$ cat src/rtl/mux4_way16_rr_if.sv
// Bundle of the four source channels, their valid/ready handshakes and the merged output stream.
// The mux sits on the slave side; whatever feeds and drains it uses the master side.
interface mux4_way16_rr_if #(
    parameter int WIDTH = 16
);
    logic [WIDTH-1:0] a;
    logic [WIDTH-1:0] b;
    logic [WIDTH-1:0] c;
    logic [WIDTH-1:0] d;
    logic [3:0]       valid;
    logic [3:0]       ready;
    logic [WIDTH-1:0] out;
    logic             out_valid;
    logic             out_ready;
    logic [1:0]       sel;

    modport master (
        output a, b, c, d, valid, out_ready,
        input  ready, out, out_valid, sel
    );

    modport slave (
        input  a, b, c, d, valid, out_ready,
        output ready, out, out_valid, sel
    );
endinterface

$ cat src/rtl/mux4_way16_rr.sv
// Four-channel round-robin merge into a single registered output slot.
// Define MUX4_WAY16_RR_COUNT_EN to add a 16-bit wrapping count of output handshakes.
module mux4_way16_rr #(
    parameter int WIDTH = 16
) (
    input  logic                 clk,
    input  logic                 reset,
    mux4_way16_rr_if.slave       bus
`ifdef MUX4_WAY16_RR_COUNT_EN
    ,
    output logic [15:0]          count
`endif
);

    typedef enum logic {
        EMPTY = 1'b0,
        FULL  = 1'b1
    } state_t;

    state_t           state;
    logic [1:0]       ptr;
    logic [WIDTH-1:0] outReg;
    logic [1:0]       selReg;

    logic             loadOk;
    logic             grantFound;
    logic [1:0]       grantIdx;
    logic [1:0]       scanIdx;
    logic [WIDTH-1:0] grantData;
    logic             doLoad;

    // Search for the first requesting channel starting at ptr and wrapping past d back to a.
    always_comb begin
        grantFound = 1'b0;
        grantIdx   = ptr;
        scanIdx    = ptr;
        for (int k = 0; k < 4; k++) begin
            scanIdx = ptr + 2'(k);
            if (!grantFound && bus.valid[scanIdx]) begin
                grantFound = 1'b1;
                grantIdx   = scanIdx;
            end
        end
    end

    always_comb begin
        grantData = bus.a;
        case (grantIdx)
            2'd0:    grantData = bus.a;
            2'd1:    grantData = bus.b;
            2'd2:    grantData = bus.c;
            default: grantData = bus.d;
        endcase
    end

    assign loadOk = (state == EMPTY) || bus.out_ready;
    assign doLoad = loadOk && grantFound && !reset;

    assign bus.ready     = doLoad ? (4'b0001 << grantIdx) : 4'b0000;
    assign bus.out       = outReg;
    assign bus.sel       = selReg;
    assign bus.out_valid = (state == FULL);

    // A full slot being drained may be refilled in the same cycle, so a load takes priority over emptying.
    always_ff @(posedge clk) begin
        if (reset) begin
            state  <= EMPTY;
            ptr    <= 2'd0;
            outReg <= '0;
            selReg <= 2'd0;
        end else if (doLoad) begin
            state  <= FULL;
            outReg <= grantData;
            selReg <= grantIdx;
            ptr    <= grantIdx + 2'd1;
        end else if (state == FULL && bus.out_ready) begin
            state <= EMPTY;
        end
    end

`ifdef MUX4_WAY16_RR_COUNT_EN
    always_ff @(posedge clk) begin
        if (reset) begin
            count <= 16'd0;
        end else if (state == FULL && bus.out_ready) begin
            count <= count + 16'd1;
        end
    end
`endif

endmodule

$ cat src/flat_wrapper.sv
// flat-port wrapper written by rule: the top's interface ports become plain ports
module mux4_way16_rr_flat 
#(
    parameter int WIDTH = 16
)
  (clk, reset, bus_a, bus_b, bus_c, bus_d, bus_valid, bus_out_ready, bus_ready, bus_out, bus_out_valid, bus_sel);
  mux4_way16_rr_if #(.WIDTH(WIDTH)) bus_i ();
  input  logic clk;
  input  logic reset;
  input wire logic [$bits(bus_i.a)-1:0] bus_a;
  input wire logic [$bits(bus_i.b)-1:0] bus_b;
  input wire logic [$bits(bus_i.c)-1:0] bus_c;
  input wire logic [$bits(bus_i.d)-1:0] bus_d;
  input wire logic [$bits(bus_i.valid)-1:0] bus_valid;
  input wire logic [$bits(bus_i.out_ready)-1:0] bus_out_ready;
  output wire logic [$bits(bus_i.ready)-1:0] bus_ready;
  output wire logic [$bits(bus_i.out)-1:0] bus_out;
  output wire logic [$bits(bus_i.out_valid)-1:0] bus_out_valid;
  output wire logic [$bits(bus_i.sel)-1:0] bus_sel;
  assign bus_i.a = bus_a;
  assign bus_i.b = bus_b;
  assign bus_i.c = bus_c;
  assign bus_i.d = bus_d;
  assign bus_i.valid = bus_valid;
  assign bus_i.out_ready = bus_out_ready;
  assign bus_ready = bus_i.ready;
  assign bus_out = bus_i.out;
  assign bus_out_valid = bus_i.out_valid;
  assign bus_sel = bus_i.sel;
  mux4_way16_rr #(.WIDTH(WIDTH)) u_core (.clk(clk), .reset(reset), .bus(bus_i));
endmodule
$ cat config.mk
export PLATFORM = sky130hd
export DESIGN_NAME = mux4_way16_rr_flat
export DESIGN_NICKNAME = d
export VERILOG_FILES = /design/src/rtl/mux4_way16_rr_if.sv /design/src/rtl/mux4_way16_rr.sv /design/src/flat_wrapper.sv
export SDC_FILE = /design/constraint.sdc
export NUM_CORES = 1
export LEC_CHECK = 0
export BUFFER_PORTS_ARGS = -buffer_cell sky130_fd_sc_hd__buf_2
export CAP_MARGIN = 20
export CORE_MARGIN = 3
export CORE_UTILIZATION = 37
export CTS_BUF_LIST = sky130_fd_sc_hd__clkbuf_4 sky130_fd_sc_hd__clkbuf_8 sky130_fd_sc_hd__clkbuf_16
export DETAILED_ROUTE_END_ITERATION = 12
export HOLD_SLACK_MARGIN = 0.08
export PLACE_DENSITY_LB_ADDON = 0.1
export RECOVER_POWER = 100
export REMOVE_ABC_BUFFERS = 1
export SLEW_MARGIN = 20
export SYNTH_ARGS = -nofsm -noshare
export SYNTH_HDL_FRONTEND = slang
export SYNTH_SLANG_ARGS = --single-unit
$ cat constraint.sdc
create_clock -name clk -period 2.25 [get_ports clk]
set_clock_uncertainty 0.2 [all_clocks]
set_input_delay 0.45 -clock clk [delete_from_list [all_inputs] [get_ports clk]]
set_output_delay 0.45 -clock clk [all_outputs]
set_load 0.02 [all_outputs]
==> flow_summary.yaml, run 1 <==
layout:
  layout-drive-gt1-share_pct: 48.8
  antenna_cells: 0
  fin_nets: 362
  syn2layout_area_growth_pct: 59.3
die:
  fp.dieW_um: 66.4
  die_h_um: 66.4
  coreArea_mm2: 0.00342
  io_pins: 94
  die_area_mm2: 0.00440
  start_util_pct: 39.5
  rows: 21
clock_network:
  cts_buffers: 3
  cts_sinks: 21
  clk_latency_ns: 0.30
  cts_max_path_buffers: 2
  clk_pin_slew_ns: 0.12
  cts_tree: "yes"
  cts.root.buffer_cell: "clkbuf_4"
  htreeDepth: 1
  cts_hold_buffers: 0
detailed_routing:
  antenna_left: 0
  drc: 0
  vias: 1644
  wl_mm: 4.17
  wl_per_cell_um: 12.6
  initialDrtViolationCount: 113
  dr.pass1.iters: 7
  vias_per_cell: 4.97
place:
  place_congestion: 0.710
  port_buffers: 93
  dp_hpwl_mm: 3.12
pwr:
  ir_drop_uv: 328
  p_sw_uw: 555
  powerDensity_mw_per_mm2: 674
  p_int_uw: 892
  totalPowerFinal_uw: 1450
  swShare_pct: 38.3
  p_comb_share_pct: 55.0
  clock_power_share_pct: 12.7
  seqPwrFrac_pct: 32.3
  power_leakage_uw: 0.000981
critical_path:
  endpoint_kind: "output pin"
  slowest_stage: "dfxtp_4"
  r2r_cells: 11
  r2r-start: "u_core.ptr[0]"
  max_stage_delay_ns: 0.39
  critPathKind: "register to output pin"
  rrSetupSlack_ns: -0.09
  reg2reg_to: "u_core.bus.out[11]"
  cp_data_required_time_ns: 1.60
  critPathArrivalTime_ns: 1.77
  critical_path.cell_chain: "or2b_1 > a21oi_2 > a211o_2 > buf_4 > ha_4 > and2_4 > buf_6"
  crit_fanout: 5
  start_kind: "register"
grt:
  grt_pass1_wl_mm: 6.53
  antenna_found_initial: 0
  grt_max_degree: 23
  track_usage_pct: 18.7
  grt_remaining_overflow: 0
  grt_pass1_vias: 1482
synth:
  yosysWarnings: 0
  ys_seq_area_share_pct: 31.2
  yosys.cell_types.count: 28
  syn_inst: 173
  syn_area_per_cell_um2: 7.79
  synthesis.area_mm2: 0.00135
  ys_seq_elements: 21
sta:
  finalSetupViolCount: 17
  relSlewSlack_pct: 32.0
  hold_viol: 0
  period_minus_slack_ns: 2.42
  max_freq_mhz: 414
  rsz0062_at_grt: "true"
  totalNegativeSetupSlack_ns: -1.26
  fin_ws_ns: -0.167
  worst_slew_pin_slew_ns: 1.02
  post-route-period-util_pct: 107
  drv_slew: 0
min_path:
  hold_class: "input pin to register"
  min_from: "bus_out_ready"
  hold_depth: 4
  hold_end: "u_core.bus.out_valid"
status:
  status: "complete, but fails checks"
  violations: "negative setup slack"
run:
  cap_violations: 0
[worst max path at each step]
stage,start,to
after floorplan,bus_valid[0],bus_ready[1]
after global routing,u_core.ptr[0],u_core.bus.out[11]
after CTS,u_core.ptr[1],bus_ready[3]
after global placement,bus_valid[0],u_core.bus.out[11]
after detailed placement,bus_valid[0],u_core.bus.out[11]
final,u_core.ptr[0],bus_ready[0]
[Yosys cell counts]
| library cell | count | area share, % |
|---|---|---|
| a222oi_1 | 16 | 12 |
| nand2b_1 | 1 | 0.46 |
| inv_2 | 1 | 0.28 |
| a311oi_1 | 1 | 0.65 |
| a21oi_1 | 11 | 4.1 |
| nand2_1 | 48 | 13 |
| a211o_2 | 1 | 0.74 |
| a21oi_2 | 11 | 7.1 |
| buf_2 | 8 | 3.0 |
| nand2_2 | 3 | 1.4 |
| nor2_1 | 3 | 0.84 |
| ha_1 | 5 | 4.6 |
| or2b_1 | 1 | 0.56 |
| dfxtp_1 | 21 | 31 |
| o21ai_0 | 16 | 5.9 |
| o22ai_1 | 2 | 0.93 |
| a21o_1 | 2 | 1.1 |
| a211oi_2 | 1 | 0.93 |
| nor4_4 | 1 | 1.6 |
| clkbuf_1 | 4 | 1.1 |
| inv_1 | 5 | 1.4 |
| nor3b_1 | 2 | 1.1 |
| buf_6 | 1 | 0.84 |
| a211oi_1 | 1 | 0.56 |
| and2_1 | 4 | 1.9 |
| buf_1 | 1 | 0.28 |
| o22a_1 | 1 | 0.65 |
| buf_12 | 1 | 1.5 |
[cell type report]
class                   instances  area, um^2
clock buffers                   3        22.5
clock inverters                 1        5.00
fillers                       334        1270
inverters                       6        22.5
multi-input cells             131         877
flip-flops and latches         21         425
well taps                      46        57.6
repair buffers                123         737
[flip-flops by register name (all words and copies together), names as in the netlist]
name and cells:
u_core.bus.out_valid 1, u_core.ptr 2, u_core.bus.out 16, u_core.bus.sel 2
[metrics by stage]
step                setup slack [ns]  cells  util (%)  hold slack [ns]  instance area (um^2)
CTS                           -0.153    328      62.4            0.215                  2130
global route                  -0.265    331      62.9            0.263                  2150
finish                        -0.167    331      62.9            0.233                  2150
detailed placement            -0.296    320      57.9            0.246                  1980
floorplan                     -0.158    158         -            0.276                  1260
global placement              -0.267    320      57.9            0.238                  1980
[layout by cell type, fill, tap and decap left out, drive strengths merged]
master	instances
and2	4
o22a	1
ha	5
dfxtp	21
buf	103
nand2	51
clkinv	1
a311oi	1
a211o	1
a222oi	16
a21o	2
inv	6
o21ai	16
a21oi	22
or2b	1
a211oi	2
nand2b	1
nor3b	2
o22ai	2
nor4	1
clkbuf	23
nor2	3
[worst max-delay path: cells and delay by family (launching register included)]
kind / cells / cell delay, ns
AO/OA/AOI/OAI: 2 / 0.39
adder cells (fa/ha/maj): 1 / 0.17
buffers and inverters: 2 / 0.27
flip-flops: 1 / 0.39
AND/OR/NAND/NOR: 2 / 0.24
[per-layer routing]
layer	wire, um	GRT usage [%]	vias up
met5	0	0	-
met4	31	5.08	0
met3	311	2.55	2
met2	2000	32.1	71
met1	1830	24.3	719
li1	-	-	852
[kinds of logic (layout without fill, tap and decap cells)]
family,count (synthesis),after routing,synth area share (%)
and+or+nand+nor,63,63,21.2
DFF,21,21,31.2
AOI/OAI and AO/OA,63,63,34.6
adders and majority gates,5,5,4.64
buffers and inverters,21,133,8.36
[power groups by stage]
stage / clock [uW] / combinational (uW) / sequential [uW]
after floorplan: 0 / 314 / 537
after global placement: 0 / 685 / 470
after detailed placement: 0 / 688 / 474
after CTS: 194 / 776 / 465
after global routing: 210 / 876 / 476
final: 184 / 796 / 467
[what timing repair did]
| action | CTS | global route |
|---|---|---|
| gates resized for setup | 37 | 12 |
| endpoints found under the setup margin | 19 | 20 |
| gates cloned | 0 | 0 |
| setup buffers | 4 | 3 |
| pin swaps | 5 | 10 |
Note: power is estimated with default switching activity, not from simulation.
==> inputs of run 2 (changes only) <==
--- a/config.mk
+++ b/config.mk
@@ -8,7 +8,7 @@
 export BUFFER_PORTS_ARGS = -buffer_cell sky130_fd_sc_hd__buf_2
 export CAP_MARGIN = 20
 export CORE_MARGIN = 3
-export CORE_UTILIZATION = 37
+export CORE_UTILIZATION = 35
 export CTS_BUF_LIST = sky130_fd_sc_hd__clkbuf_4 sky130_fd_sc_hd__clkbuf_8 sky130_fd_sc_hd__clkbuf_16
 export DETAILED_ROUTE_END_ITERATION = 12
 export HOLD_SLACK_MARGIN = 0.08
==> run 2 against run 1 <==
  * The run still ends with negative setup slack left
  * Clock power up 44%
  * Critical path depth rose by 1
  * Clock-buffer cell count grew 1
  * Power increased by 8.5%
  * Sequential share of layout area decreased by 0.87 points
  * Hold slack gained 0.027 ns
  * Register-to-register slack better by 0.08 ns
  * Sequential cell count is the same
  * Sequential power about the same
  * Global-route usage is 1.2 points higher
  * Combinational power increased by 4.9%
  * Critical path type unchanged
  * Critical endpoint is now bus_ready[3]
  * Largest power group unchanged
==> flow_summary.yaml, run 2 (synthesis results as in run 1) <==
critical_path:
  endpoint_kind: "output pin"
  critical_path.cell_chain: "or2b_1 > a21oi_2 > a211o_2 > inv_2 > buf_6 > ha_4 > and2_4 > buf_6"
  worst-path-buf-inv: 3
  crit_fanout: 5
  cpLargestDelayFamily: "flip-flops"
  cp_data_required_time_ns: 1.60
  critPathKind: "register to output pin"
  start_kind: "register"
  max_stage_delay_ns: 0.37
  critPathArrivalTime_ns: 1.70
  slowest_stage: "dfxtp_4"
  cp_common_cell: "buf_6"
detailed_routing:
  met3WireLength_um: 399
  vias_per_cell: 5.17
  drc: 0
  wl_per_cell_um: 15.0
  drt-met1-wl_mm: 2.02
  antenna_left: 0
  top_layer: "met4"
  dr.pass1.iters: 5
  vias: 1686
  initialDrtViolationCount: 122
  met2WireLength_mm: 2.42
  wl_mm: 4.91
sta:
  period_minus_slack_ns: 2.35
  totalNegativeSetupSlack_ns: -0.332
  drv_slew: 0
  worst_slew_pin_slew_ns: 0.893
  post-route-period-util_pct: 104
  finalSetupViolCount: 5
  worst_hold_slack_ns: 0.260
  hold_viol: 0
  rsz0062_at_grt: "true"
  fin_ws_ns: -0.0979
  relSlewSlack_pct: 40.5
  max_freq_mhz: 426
status:
  violations: "negative setup slack"
  status: "complete, but fails checks"
die:
  io_pins: 94
  die_area_mm2: 0.00463
  fp.dieW_um: 68.1
  die_h_um: 68.1
  rows: 21
  coreArea_mm2: 0.00352
  start_util_pct: 38.3
run:
  cap_violations: 0
grt:
  track_usage_pct: 20.0
  grt_pass1_vias: 1497
  grt_remaining_overflow: 0
  grt_pass1_wl_mm: 6.93
  grt_max_degree: 33
  antenna_found_initial: 0
layout:
  syn2layout_area_growth_pct: 66.7
  final_common_cell: "buf_2"
  layout_common_cells: "buf_2, nand2_1, clkbuf_1, buf_4, dfxtp_1"
  layout-drive-gt1-share_pct: 57.1
  antenna_cells: 0
  n_fill_cell: 332
  fin_nets: 357
  largest_register_ffs: 16
clock_network:
  cts_buffers: 3
  cts_max_path_buffers: 2
  clk_latency_ns: 0.26
  cts_sinks: 21
  cts.root.buffer_cell: "clkbuf_8"
  clk_pin_slew_ns: 0.08
  cts_tree: "yes"
  htreeDepth: 1
pwr:
  power_leakage_uw: 0.00103
  totalPowerFinal_uw: 1570
  powerDensity_mw_per_mm2: 699
  ir_drop_uv: 282
place:
  place_congestion: 0.717
  port_buffers: 93
  post-place-ws_ns: -0.193
  dp_hpwl_mm: 3.38
min_path:
  hold_class: "register to register"
==> run 2: per-stage QoR <==
step	utilization (%)	instance area [um^2]	instances
floorplan	-	1260	158
global placement	55.0	1940	316
detailed placement	55.0	1940	316
CTS	58.8	2070	323
global route	63.8	2250	326
finish	63.8	2250	326
==> run 2: cell type report <==
cell class	instances	area, um^2	share of cell area [%]
timing repair buffer	118	708	31.5
clock buffer	4	48.8	2.17
inverter	6	22.5	1.00
multi-input combinational	131	983	43.8
tap	46	57.6	2.56
sequential	21	425	18.9
==> run 2: worst register-to-register path: cells and delay by family, from the launching register on <==
family | cells | cell delay (ns)
DFF | 1 | 0.37
buffers and inverters | 5 | 0.59
AOI/OAI and AO/OA | 4 | 0.55
and+or+nand+nor | 2 | 0.30
adders and majority gates | 1 | 0.19
==> run 2: metal layers <==
metal / vias up / GRT usage [%]
li1: 840 / -
met1: 776 / 24.1
met2: 64 / 34.1
met3: 6 / 4.76
met4: 0 / 7.44
met5: - / 0
==> run 2: what timing repair did <==
action                                  4_1_cts  5_1_grt
gates resized for setup                      24       49
pin swaps                                     5       41
hold buffers                                  0        0
endpoints found under the setup margin        5       20
gates cloned                                  0        3
buffers inserted                              3        0
==> run 2: worst paths after layout <==
check / start / to / cells after the start / slack (ns)
max: u_core.ptr[0] / bus_ready[3] / 8 / -0.1
min: u_core.bus.out[14] / u_core.bus.out[14] / 2 / 0.26
max reg2reg: u_core.ptr[0] / u_core.bus.out[1] / 12 / -0.01
min reg2reg: u_core.bus.out[14] / u_core.bus.out[14] / 2 / 0.26
==> run 2: power by group <==
part | leakage, uW | total, uW | switching (uW) | internal, uW
logic | 0.000825 | 835 | 444 | 391
clock network | 0.0000262 | 265 | 126 | 138
registers | 0.000174 | 470 | 37.2 | 433
